<file path="config.mk">
export PLATFORM = sky130hd
export DESIGN_NAME = key_event_counter_flat
export DESIGN_NICKNAME = d
export VERILOG_FILES = /design/src/rtl/counter_pkg.sv /design/src/rtl/key_event_counter_if.sv /design/src/rtl/dec_hex.sv /design/src/rtl/key_debounce.sv /design/src/rtl/key_event_counter.sv /design/src/flat_wrapper.sv
export SDC_FILE = /design/constraint.sdc
export NUM_CORES = 1
export LEC_CHECK = 0
export BUFFER_PORTS_ARGS = -buffer_cell sky130_fd_sc_hd__buf_4
export CORE_MARGIN = 2
export CORE_UTILIZATION = 57
export DETAILED_ROUTE_END_ITERATION = 8
export PLACE_DENSITY = 0.95
export SYNTH_ARGS = -nofsm -noshare
export SYNTH_HDL_FRONTEND = slang
export SYNTH_HIERARCHICAL = 1
export SYNTH_SLANG_ARGS = --single-unit
export TNS_END_PERCENT = 50
</file>
<file path="constraint.sdc">
create_clock -name clk100_i -period 3.65 [get_ports clk100_i]
set_input_delay 0.1825 -clock clk100_i [delete_from_list [all_inputs] [get_ports clk100_i]]
set_output_delay 0.1825 -clock clk100_i [all_outputs]
set_load 0.05 [all_outputs]
</file>
<file path="src/rtl/counter_pkg.sv">
// counter_pkg: constants shared by the key_event_counter slice.
//   SEG_W    segments per hex digit
//   DEB_W()  width of a debounce counter able to hold 0..DEB_CYCLES
//   KEY_CNT  index of the count/latch button in key_i
//   KEY_CLR  index of the clear button in key_i
package counter_pkg;

  localparam int SEG_W   = 7;
  localparam int KEY_CNT = 0;
  localparam int KEY_CLR = 1;

  function automatic int DEB_W(input int deb_cycles);
    return $clog2(deb_cycles + 1);
  endfunction

endpackage

</file>
<file path="src/rtl/key_event_counter_if.sv">
// key_event_counter_if: board-side signal bundle of key_event_counter.
//   sw_i    switch bank (asynchronous)
//   key_i   buttons, active-high, [0]=count/latch, [1]=clear
//   ledr_o  switch value latched by the last count press
//   cnt_o   press count
//   hex_o   7 segments per hex digit of cnt_o, digit 0 least significant
// master drives the inputs (board / bench), slave is the counter.
interface key_event_counter_if #(
  parameter int CNT_W = 8,
  parameter int SW_W  = 10
);
  import counter_pkg::*;

  localparam int DIGITS = CNT_W / 4;

  logic [SW_W-1:0]         sw_i;
  logic [1:0]              key_i;
  logic [SW_W-1:0]         ledr_o;
  logic [CNT_W-1:0]        cnt_o;
  logic [SEG_W*DIGITS-1:0] hex_o;

  modport master (output sw_i, key_i, input ledr_o, cnt_o, hex_o);
  modport slave  (input sw_i, key_i, output ledr_o, cnt_o, hex_o);

endinterface

</file>
<file path="src/rtl/dec_hex.sv">
// dec_hex: hex nibble to 7-segment decoder, active-low segments
// (bit 0 = segment a ... bit 6 = segment g), as on the lab board.
//   hex_i  nibble to display
//   seg_o  segment drive, 0 lights a segment
module dec_hex (
  input  logic [3:0] hex_i,
  output logic [6:0] seg_o
);

  always_comb begin
    // NOTE: default assignment first so every path drives seg_o and no latch is inferred.
    seg_o = 7'h7F;
    case (hex_i)
      4'h0: seg_o = 7'h40;
      4'h1: seg_o = 7'h79;
      4'h2: seg_o = 7'h24;
      4'h3: seg_o = 7'h30;
      4'h4: seg_o = 7'h19;
      4'h5: seg_o = 7'h12;
      4'h6: seg_o = 7'h02;
      4'h7: seg_o = 7'h78;
      4'h8: seg_o = 7'h00;
      4'h9: seg_o = 7'h10;
      4'hA: seg_o = 7'h08;
      4'hB: seg_o = 7'h03;
      4'hC: seg_o = 7'h46;
      4'hD: seg_o = 7'h21;
      4'hE: seg_o = 7'h06;
      4'hF: seg_o = 7'h0E;
      default: seg_o = 7'h7F;
    endcase
  end

endmodule

</file>
<file path="src/rtl/key_debounce.sv">
// key_debounce: one button input path: 2-FF synchroniser, debounce,
// rising-edge detect.
//   clk100_i  system clock
//   rst_i     asynchronous reset, active-high
//   key_i     raw button, active-high, asynchronous
//   press_o   one-cycle pulse when the debounced key goes high
// The key state only follows the synchronised input after DEB_CYCLES
// consecutive samples that disagree with it; any agreeing sample restarts
// the count, so shorter glitches are ignored.
module key_debounce
  import counter_pkg::*;
#(
  parameter int DEB_CYCLES = 4
) (
  input  logic clk100_i,
  input  logic rst_i,
  input  logic key_i,
  output logic press_o
);

  localparam int DW = DEB_W(DEB_CYCLES);

  logic          s1, s2;
  logic          state, state_d;
  logic [DW-1:0] dcnt;

  always_ff @(posedge clk100_i or posedge rst_i) begin
    if (rst_i) begin
      s1      <= 1'b0;
      s2      <= 1'b0;
      state   <= 1'b0;
      state_d <= 1'b0;
      dcnt    <= '0;
    end else begin
      // NOTE: non-blocking assignments so every register sees pre-edge values (s2 gets the old s1).
      s1      <= key_i;
      s2      <= s1;
      state_d <= state;
      if (s2 == state) begin
        dcnt <= '0;
      end else if (dcnt == DW'(DEB_CYCLES - 1)) begin
        state <= s2;
        dcnt  <= '0;
      end else begin
        dcnt <= dcnt + DW'(1);
      end
    end
  end

  // Release edges are deliberately not reported.
  assign press_o = state & ~state_d;

endmodule

</file>
<file path="src/rtl/key_event_counter.sv">
// key_event_counter: counts debounced presses of key 0, latches the switch
// bank onto the LEDs on each such press, clears both on a press of key 1,
// and shows the count on CNT_W/4 hex digits.
//   clk100_i  100 MHz system clock
//   rst_i     asynchronous reset, active-high (release expected synchronous)
//   bus       key_event_counter_if.slave: sw_i, key_i in; ledr_o, cnt_o, hex_o out
// Build option: define COUNTER_SAT_EN to make cnt_o saturate at all-ones
// instead of wrapping; LED latching and clear are unaffected.
module key_event_counter
  import counter_pkg::*;
#(
  parameter int CNT_W      = 8,
  parameter int SW_W       = 10,
  parameter int DEB_CYCLES = 4
) (
  input  logic                 clk100_i,
  input  logic                 rst_i,
  key_event_counter_if.slave   bus
);

  localparam int DIGITS = CNT_W / 4;

  logic [1:0]              press;
  logic [CNT_W-1:0]        cnt_q;
  logic [SW_W-1:0]         ledr_q;
  logic [SEG_W*DIGITS-1:0] hex_w;

  for (genvar k = 0; k < 2; k++) begin : g_key
    key_debounce #(
      .DEB_CYCLES (DEB_CYCLES)
    ) u_key_debounce (
      .clk100_i (clk100_i),
      .rst_i    (rst_i),
      .key_i    (bus.key_i[k]),
      .press_o  (press[k])
    );
  end

  // Clear has priority: a count press in the same cycle is dropped.
  always_ff @(posedge clk100_i or posedge rst_i) begin
    if (rst_i) begin
      cnt_q  <= '0;
      ledr_q <= '0;
    end else if (press[KEY_CLR]) begin
      cnt_q  <= '0;
      ledr_q <= '0;
    end else if (press[KEY_CNT]) begin
      ledr_q <= bus.sw_i;
`ifdef COUNTER_SAT_EN
      if (cnt_q != '1) begin
        cnt_q <= cnt_q + CNT_W'(1);
      end
`else
      cnt_q <= cnt_q + CNT_W'(1);
`endif
    end
  end

  for (genvar k = 0; k < DIGITS; k++) begin : g_digit
    dec_hex u_dec_hex (
      .hex_i (cnt_q[4*k +: 4]),
      .seg_o (hex_w[SEG_W*k +: SEG_W])
    );
  end

  assign bus.cnt_o  = cnt_q;
  assign bus.ledr_o = ledr_q;
  assign bus.hex_o  = hex_w;

endmodule
</file>
<file path="src/flat_wrapper.sv">
// flat-port wrapper written by rule: the top's interface ports become plain ports
module key_event_counter_flat import counter_pkg::*;
#(
  parameter int CNT_W      = 8,
  parameter int SW_W       = 10,
  parameter int DEB_CYCLES = 4
)
  (clk100_i, rst_i, bus_sw_i, bus_key_i, bus_ledr_o, bus_cnt_o, bus_hex_o);
  key_event_counter_if #(.CNT_W(CNT_W), .SW_W(SW_W)) bus_i ();
  input  logic clk100_i;
  input  logic rst_i;
  input wire logic [$bits(bus_i.sw_i)-1:0] bus_sw_i;
  input wire logic [$bits(bus_i.key_i)-1:0] bus_key_i;
  output wire logic [$bits(bus_i.ledr_o)-1:0] bus_ledr_o;
  output wire logic [$bits(bus_i.cnt_o)-1:0] bus_cnt_o;
  output wire logic [$bits(bus_i.hex_o)-1:0] bus_hex_o;
  assign bus_i.sw_i = bus_sw_i;
  assign bus_i.key_i = bus_key_i;
  assign bus_ledr_o = bus_i.ledr_o;
  assign bus_cnt_o = bus_i.cnt_o;
  assign bus_hex_o = bus_i.hex_o;
  key_event_counter #(.CNT_W(CNT_W), .SW_W(SW_W), .DEB_CYCLES(DEB_CYCLES)) u_core (.clk100_i(clk100_i), .rst_i(rst_i), .bus(bus_i));
endmodule
</file>
After elaboration in Yosys (flattened, before gate mapping)

Memory sizes are Yosys's and may differ from the RTL's.
Index checks and enable logic that the tools add are counted.

Flip-flop bits (word level): 32
Bits in read-only memories: 224
Input bits: 14
Output and inout bits: 32
Logic and storage cells: 38
Memories kept: 2

Eq/ne operators: 4
Reduce and logical (&&, ||, !) cells: 3
Add/subtract/negate cells: 3
Bitwise gates (word level): 6
Muxes and demuxes: 8

Memories:

| memory          | words | bits a word | read ports | clocked after memory_dff | wr ports | line          | source |
|---|---|---|---|---|---|---|---|
| (no name shown) | 16    | 7           | 1          | 0                        | 0        | dec_hex.sv:13 | `case (hex_i)` |
| (no name shown) | 16    | 7           | 1          | 0                        | 0        | dec_hex.sv:13 |  |

Operators with widths:

| cell                | number |
|---|---|
| $mux 10             | 2 |
| $mux 8              | 2 |
| $mux 3              | 4 |
| $add 8x1->8 const B | 1 |
| $add 3x1->3 const B | 2 |
| $eq 3x2->1 const B  | 2 |
| $not 1->1           | 4 |
| $reduce_and 2->1    | 2 |
| $and 1x1->1         | 2 |
| $eq 1x1->1          | 2 |
| $reduce_bool 2->1   | 1 |

Logic depth before layout (Yosys ltp)

Gate-level depths: netlist of the first run.

Depth in word-level cells: 4
Depth in mapped cells: 5
Mapped depth without buffers: 5

Modules after synthesis

The synthesis of the first run kept the hierarchy.

By module, submodules not included:

| module            | cells each | seq. area each (um2) | area each (um2) | times used |
|---|---|---|---|---|
| key_event_counter | 70         | 450.4                | 803.3           | 1 |
| dec_hex           | 32         | 0.0                  | 275.3           | 2 |
| key_debounce      | 16         | 175.2                | 256.5           | 2 |

Worst setup path before layout of the first run

No wires, ideal clock.

Kind: register to output
From: reg u_core.cnt_q[0], in the netlist u_core/bus.cnt_o[0]
To: out bus_hex_o[0]
Path buffers: 0
Data required time: 3.467 ns
Cell stages (with the launch flop): 4
Arrival: 2.292 ns
Slack: 1.175 ns
Cell sequence: dfrtp_1 > ha_1 > mux2i_1 > o21ai_0

Longest elaborated chain between the ends: 1

RTL lines:

| element                  | line                    | source |
|---|---|---|
| start: declaration       | key_event_counter.sv:24 | `logic [CNT_W-1:0] cnt_q;` |
| start signal: assignment | key_event_counter.sv:54 | `cnt_q <= cnt_q + CNT_W'(1);` |
| $mem_v2 16x7             | -                       |  |
| end: declaration         | flat_wrapper.sv:16      | `output wire logic [$bits(bus_i.hex_o)-1:0] bus_hex_o;` |

No other way between the ends.

Worst setup path after layout of the first run

From: reg u_core.cnt_q[1], in the netlist u_core/bus.cnt_o[1]
To: out bus_hex_o[0]

The elaborated chain is that of the path after synthesis.

==> run_results.csv, run 1 <==
group,metric,value,unit
run_status,outcome,"complete, no violations",
logic_synthesis,synth_cell_types,31,
logic_synthesis,syn_nets,197,
logic_synthesis,synth_edf_count,0,
sta,hold_viol,0,
die,start_util,0.607,
place,finalWeightedCongestion,0.840,
critical_path,start_kind,"register",
clock_network,cts.path.max_buffers,2,
die,die_h,61.2,µm
grt,grt-ovfl-total,0,
route,ant_nets,0,
clock_network,clk_latency,0.33,ns
route,first_iter_violations,37,
critical_path,cp-end-kind,"output pin",
clock_network,cts_buffers,5,
place,port_buffers,45,
logic_synthesis,synth_common_cells,"dfrtp_1 (32), nor2_1 (25), mux2i_1 (19)",
critical_path,critical_path_class,"register to output pin",
die,die-area,0.00375,mm²
sta,grt_setup_unrepaired,"false",
critical_path,max_stage_delay,0.52,ns
sta,fin_crit,2.41,ns
die,io_pins,46,
sta,period_share,0.660,
run,cap_violations,0,
logic_synthesis,synth_cells,166,
place,dpl.hpwl,2580,µm
final_layout,syn_to_final_growth,25.3,%
sta,slew_headroom,0.545,
logic_synthesis,yosys_warnings,6,
die,die_w,61.2,µm
grt,grt_max_degree,20,
logic_synthesis,synth_seq_cells,32,
grt,grt_pass1_wl,5910,µm
sta,finalSetupTns,0,ns
route,finalWirelength,3660,µm
clock_network,root_buffer,"clkbuf_4",
sta,holdWs,0.0895,ns
route,drt-wirelength-per-cell,14.1,µm
logic_synthesis,avgSynthCellArea,11.2,µm²
final_layout,fin_cells,260,
place,dp_slack,1.61,ns
sta,finalSetupViolCount,0,
grt,grt_use_total,0.221,
logic_synthesis,async_flop_share,1.00,
die,core_area,0.00308,mm²
power,power_density,738,mW/mm²
final_layout,num_antenna_cells,0,
grt,grt_pass1_vias,1321,
sta,drv_slew,0,
route,viasPerCell,5.30,
critical_path,endpoint,"bus_hex_o[0]",
critical_path,startpoint,"u_core/bus.cnt_o[1]",
sta,layout_setup_ws,1.24,ns
route,vias,1379,
die,fp-row-count,20,
clock_network,cts.clk_slew.worst_paths,0.10,ns
critical_path,cp.required,3.47,ns
final_layout,nets,246,
critical_path,rr_endpoint,"u_core/bus.cnt_o[6]",
power,p_leak,1.12,nW
route,drc,0,
grt,antenna_found_initial,0,
clock_network,ctsHtreeMaxLevel,2,
route,drtPass1Iterations,4,
power,ir_worst_vdd,0.447,mV
hold_path,worstHoldPathType,"input pin to register",
final_layout,drive_gt1_frac,0.310,
clock_network,numClockSinks,32,
clock_network,cts_resized,0,
logic_synthesis,synth_area_leader_cell,"dfrtp_1",
critical_path,crit_fanout,10,
logic_synthesis,synth_top_area_share,0.429,
critical_path,worstPathArrival,2.22,ns
clock_network,cts_tree,"done",
logic_synthesis,synthFlopType,"dfrtp_1",
logic_synthesis,syn_area,0.00187,mm²
critical_path,path_cells,"inv_1, ha_1, and2b_2, or3b_1, o21ai_0, buf_4",
logic_synthesis,ys_seq_area_frac,0.429,
critical_path,r2r-start,"u_core/bus.cnt_o[0]",
critical_path,worst-r2r-setup-slack,1.94,ns
critical_path,critPathSlowestCell,"dfrtp_1",
sta,max_freq,415,MHz
sta,finClkSkew,0.0105,ns
logic_synthesis,netlist_top_cells_area,"dfrtp_1 (43%), ha_1 (11%), mux2i_1 (10%)",
place,dp.cells,249,
logic_synthesis,synth.most_common_cell,"dfrtp_1",
critical_path,reg2reg_depth,4,
sta,worst_pin_slew,0.682,ns
## where the power goes
part / switching [mW] / internal [mW] / leakage (nW)
clock network: 0.116 / 0.182 / 0.0515
logic: 0.578 / 0.311 / 0.656
registers: 0.0906 / 0.448 / 0.414
total: 0.785 / 0.941 / 1.12
## metal layers
metal | GRT usage | wire (µm) | up-vias
li1 | - | - | 666
met1 | 0.268 | 1510 | 670
met2 | 0.368 | 1930 | 33
met3 | 0.0588 | 131 | 10
met4 | 0.102 | 82 | 0
met5 | 0 | 0 | -
## how the worst min path moves through the flow
stage	from	endpoint	cells after the start
2_1_floorplan	rst_i	u_core/g_key[0].u_key_debounce/dcnt[0]	1
3_3_place_gp	rst_i	u_core/g_key[0].u_key_debounce/s1	2
3_5_place_dp	rst_i	u_core/g_key[0].u_key_debounce/s2	2
4_1_cts	bus_sw_i[7]	u_core/bus.ledr_o[7]	3
5_1_grt	bus_sw_i[7]	u_core/bus.ledr_o[7]	3
6_report	bus_sw_i[8]	u_core/bus.ledr_o[8]	3
## critical path, delay by kind of cell, from the launching register on
kind	cells	cell delay (ns)
AOI/OAI and AO/OA	1	0.08
buffers and inverters	2	0.46
DFF	1	0.52
adders and majority gates	1	0.23
and+or+nand+nor	2	0.60
## through the flow
stage                     cell area (µm²)  total power, mW  utilization
after global routing                 2340             1.82        0.760
after detailed placement             2210             1.43        0.720
after CTS                            2340             1.74        0.760
final                                2340             1.73        0.760
after floorplan                      1870             1.20            -
after global placement               2210             1.40        0.720
## cells in the final DEF, fill, tap and decap left out, drive strengths merged, types with 5 or more instances in the layout
cell,count
mux2i,19
buf,47
o21ai,6
dfrtp,32
clkbuf,7
nand2,5
ha,17
nor2,25
inv,9
a21oi,5
## cells by family (layout without fill, tap and decap cells)
family	Yosys count	count (layout)	synth area share
AO/OA/AOI/OAI	19	19	0.0744
XOR/XNOR	6	6	0.0282
adder cells (fa/ha/maj)	17	17	0.114
buffers and inverters	17	67	0.0503
flip-flops	32	32	0.429
multiplexers	25	25	0.154
AND/OR/NAND/NOR	50	50	0.150
## registers in the layout, summed over array words and instances (netlist names)
signal and flops:
u_core/bus.ledr_o 10, u_core/bus.cnt_o 8, u_core/g_key.u_key_debounce/s2 2, u_core/g_key.u_key_debounce/s1 2, u_core/g_key.u_key_debounce/state 2, u_core/g_key.u_key_debounce/dcnt 6, u_core/g_key.u_key_debounce/state_d 2
## what timing repair did
| item | 4_1_cts | 5_1_grt |
|---|---|---|
| buffers inserted | 0 | 0 |
| hold buffers | 3 | 0 |
| hold endpoints to repair | 34 | 0 |
## area by class of cell
cell class                 instances  area, µm²
inverter                           9       33.8
tap                               44       55.1
clock buffer                       7       65.1
fill                             218        738
timing repair buffer              50        383
clock inverter                     1       30.0
sequential                        32        801
multi-input combinational        117        972
Note: power is estimated with default switching activity, not from simulation.
==> inputs of run 2 (changes only) <==
--- a/config.mk
+++ b/config.mk
@@ -7,9 +7,9 @@
 export LEC_CHECK = 0
 export BUFFER_PORTS_ARGS = -buffer_cell sky130_fd_sc_hd__buf_4
 export CORE_MARGIN = 2
-export CORE_UTILIZATION = 57
+export CORE_UTILIZATION = 48
 export DETAILED_ROUTE_END_ITERATION = 8
-export PLACE_DENSITY = 0.95
+export PLACE_DENSITY = 0.88
 export SYNTH_ARGS = -nofsm -noshare
 export SYNTH_HDL_FRONTEND = slang
 export SYNTH_HIERARCHICAL = 1
==> constraint.sdc (replaced) <==
create_clock -name clk100_i -period 2.2 [get_ports clk100_i]
set_input_delay 0.11 -clock clk100_i [delete_from_list [all_inputs] [get_ports clk100_i]]
set_output_delay 0.11 -clock clk100_i [all_outputs]
set_load 0.05 [all_outputs]
==> run 2 against run 1 <==
Net effect: register-to-register slack got worse by 1.4 ns; design area up 1.5%; routed wire length fell by 11%; critical endpoint is now bus_hex_o[7]; largest cell class unchanged.
==> run_results.csv, run 2 (synthesis gave the netlist of run 1 again) <==
group,metric,value,unit
clock_network,cts_tree,"done",
sta,fin_crit,2.04,ns
route,drt-wirelength-per-cell,12.3,µm
power,power_density,1200,mW/mm²
place,port_buffers,45,
clock_network,clk_latency,0.28,ns
place,finalWeightedCongestion,0.803,
sta,drv_slew,0,
sta,max_freq,489,MHz
power,p_leak,1.13,nW
die,start_util,0.506,
clock_network,numClockSinks,32,
die,die_h,66.4,µm
critical_path,cp-end-kind,"output pin",
critical_path,r2r-start,"u_core/bus.cnt_o[3]",
route,first_iter_violations,50,
critical_path,path_cells,"inv_2, ha_1, and2b_2, or3b_1, o21ai_1, buf_4",
sta,finalSetupViolCount,0,
final_layout,num_antenna_cells,0,
sta,period_share,0.929,
final_layout,drive_gt1_frac,0.338,
grt,grt_max_degree,19,
grt,grt_pass1_wl,5720,µm
route,vias,1349,
final_layout,largest_reg_flops,10,
final_layout,layout_commonest_cell,"buf_4",
sta,finClkSkew,0.00405,ns
sta,finalSetupTns,0,ns
route,finalWirelength,3280,µm
grt,grt_use_total,0.171,
die,die_w,66.4,µm
critical_path,startpoint,"u_core/bus.cnt_o[5]",
clock_network,root_buffer,"clkbuf_8",
die,core_area,0.00369,mm²
sta,worst_pin_slew,0.675,ns
route,viasPerCell,5.05,
critical_path,cp.required,2.09,ns
critical_path,worstPathArrival,1.93,ns
sta,hold_viol,0,
critical_path,max_stage_delay,0.47,ns
place,dp_slack,0.366,ns
clock_network,cts.path.max_buffers,2,
clock_network,cts_buffers,5,
hold_path,holdCritStartpoint,"bus_sw_i[0]",
route,ant_nets,0,
final_layout,final_cell_mix,"buf_4 (50), dfrtp_1 (30), nor2_1 (25)",
clock_network,ctsHtreeMaxLevel,2,
die,io_pins,46,
route,drtPass1Iterations,3,
critical_path,critPathSlowestCell,"dfrtp_2",
route,drc,0,
grt,grt-ovfl-total,0,
final_layout,syn_to_final_growth,27.2,%
hold_path,worstHoldPathType,"input pin to register",
grt,grt_pass1_vias,1320,
final_layout,nets,249,
power,ir_worst_vdd,0.718,mV
critical_path,crit_fanout,10,
sta,grt_setup_unrepaired,"false",
sta,slew_headroom,0.549,
critical_path,critical_path_class,"register to output pin",
sta,layout_setup_ws,0.156,ns
clock_network,cts.clk_slew.worst_paths,0.07,ns
critical_path,start_kind,"register",
run_status,outcome,"complete, no violations",
run,cap_violations,0,
grt,antenna_found_initial,0,
final_layout,num-fill-cells,315,
die,die-area,0.00440,mm²
die,fp-row-count,22,
place,dpl.hpwl,2390,µm
[run 2: critical path, delay by kind of cell (launching register included)]
family,cells,cell delay (ns)
compound gates,1,0.08
buf+inv,2,0.33
fa+ha+maj,1,0.18
flops,1,0.47
simple gates,2,0.60
[run 2: worst paths after layout]
check / slack (ns) / end / cells after the start
hold reg to reg: 0.36 / u_core/g_key[0].u_key_debounce/s2 / 0
min in group asynchronous: 0.32 / u_core/g_key[0].u_key_debounce/state / 3
setup reg to reg: 0.56 / u_core/bus.cnt_o[7] / 3
setup / recovery: 0.16 / bus_hex_o[7] / 6
max in group asynchronous: 1.23 / u_core/bus.cnt_o[5] / 3
hold / removal: 0.07 / u_core/bus.ledr_o[0] / 3
[run 2: where the power goes]
| part | internal (mW) | total, mW | switching [mW] | leakage, nW |
|---|---|---|---|---|
| sequential | 0.746 | 0.854 | 0.108 | 0.411 |
| combinational | 0.544 | 1.53 | 0.983 | 0.674 |
| clock | 0.253 | 0.464 | 0.211 | 0.0434 |
| total | 1.54 | 2.84 | 1.30 | 1.13 |
[run 2: metrics by stage]
step | total power, mW | instances | area [µm²] | hold WS, ns | utilization
6_report | 2.84 | 267 | 2370 | 0.0700 | 0.644
5_1_grt | 3.02 | 267 | 2370 | 0.0742 | 0.644
4_1_cts | 2.88 | 267 | 2370 | 0.0644 | 0.643
3_5_place_dp | 2.40 | 256 | 2250 | 0.0706 | 0.609
3_3_place_gp | 2.36 | 256 | 2250 | 0.0615 | 0.609
2_1_floorplan | 1.99 | 166 | 1870 | -0.0866 | -
[run 2: final cells by class]
cell class	count	area, µm²	area share
multi-input combinational	117	975	0.410
sequential	32	803	0.338
timing repair buffer	53	405	0.171
clock buffer	6	82.6	0.0348
tap	48	60.1	0.0253
inverter	9	33.8	0.0142
clock inverter	2	15.0	0.00632
[run 2: what timing repair did]
item	CTS	global route
hold buffers	3	0
setup buffers	0	0
setup endpoints to repair	0	2
resized for setup	0	2
endpoints found under the hold margin	34	0
[run 2: per-layer routing]
| layer | GRT usage | share of wire |
|---|---|---|
| met5 | 0 | 0 |
| met4 | 0.0612 | 0.013 |
| met3 | 0.0511 | 0.046 |
| met2 | 0.289 | 0.51 |
| met1 | 0.207 | 0.43 |
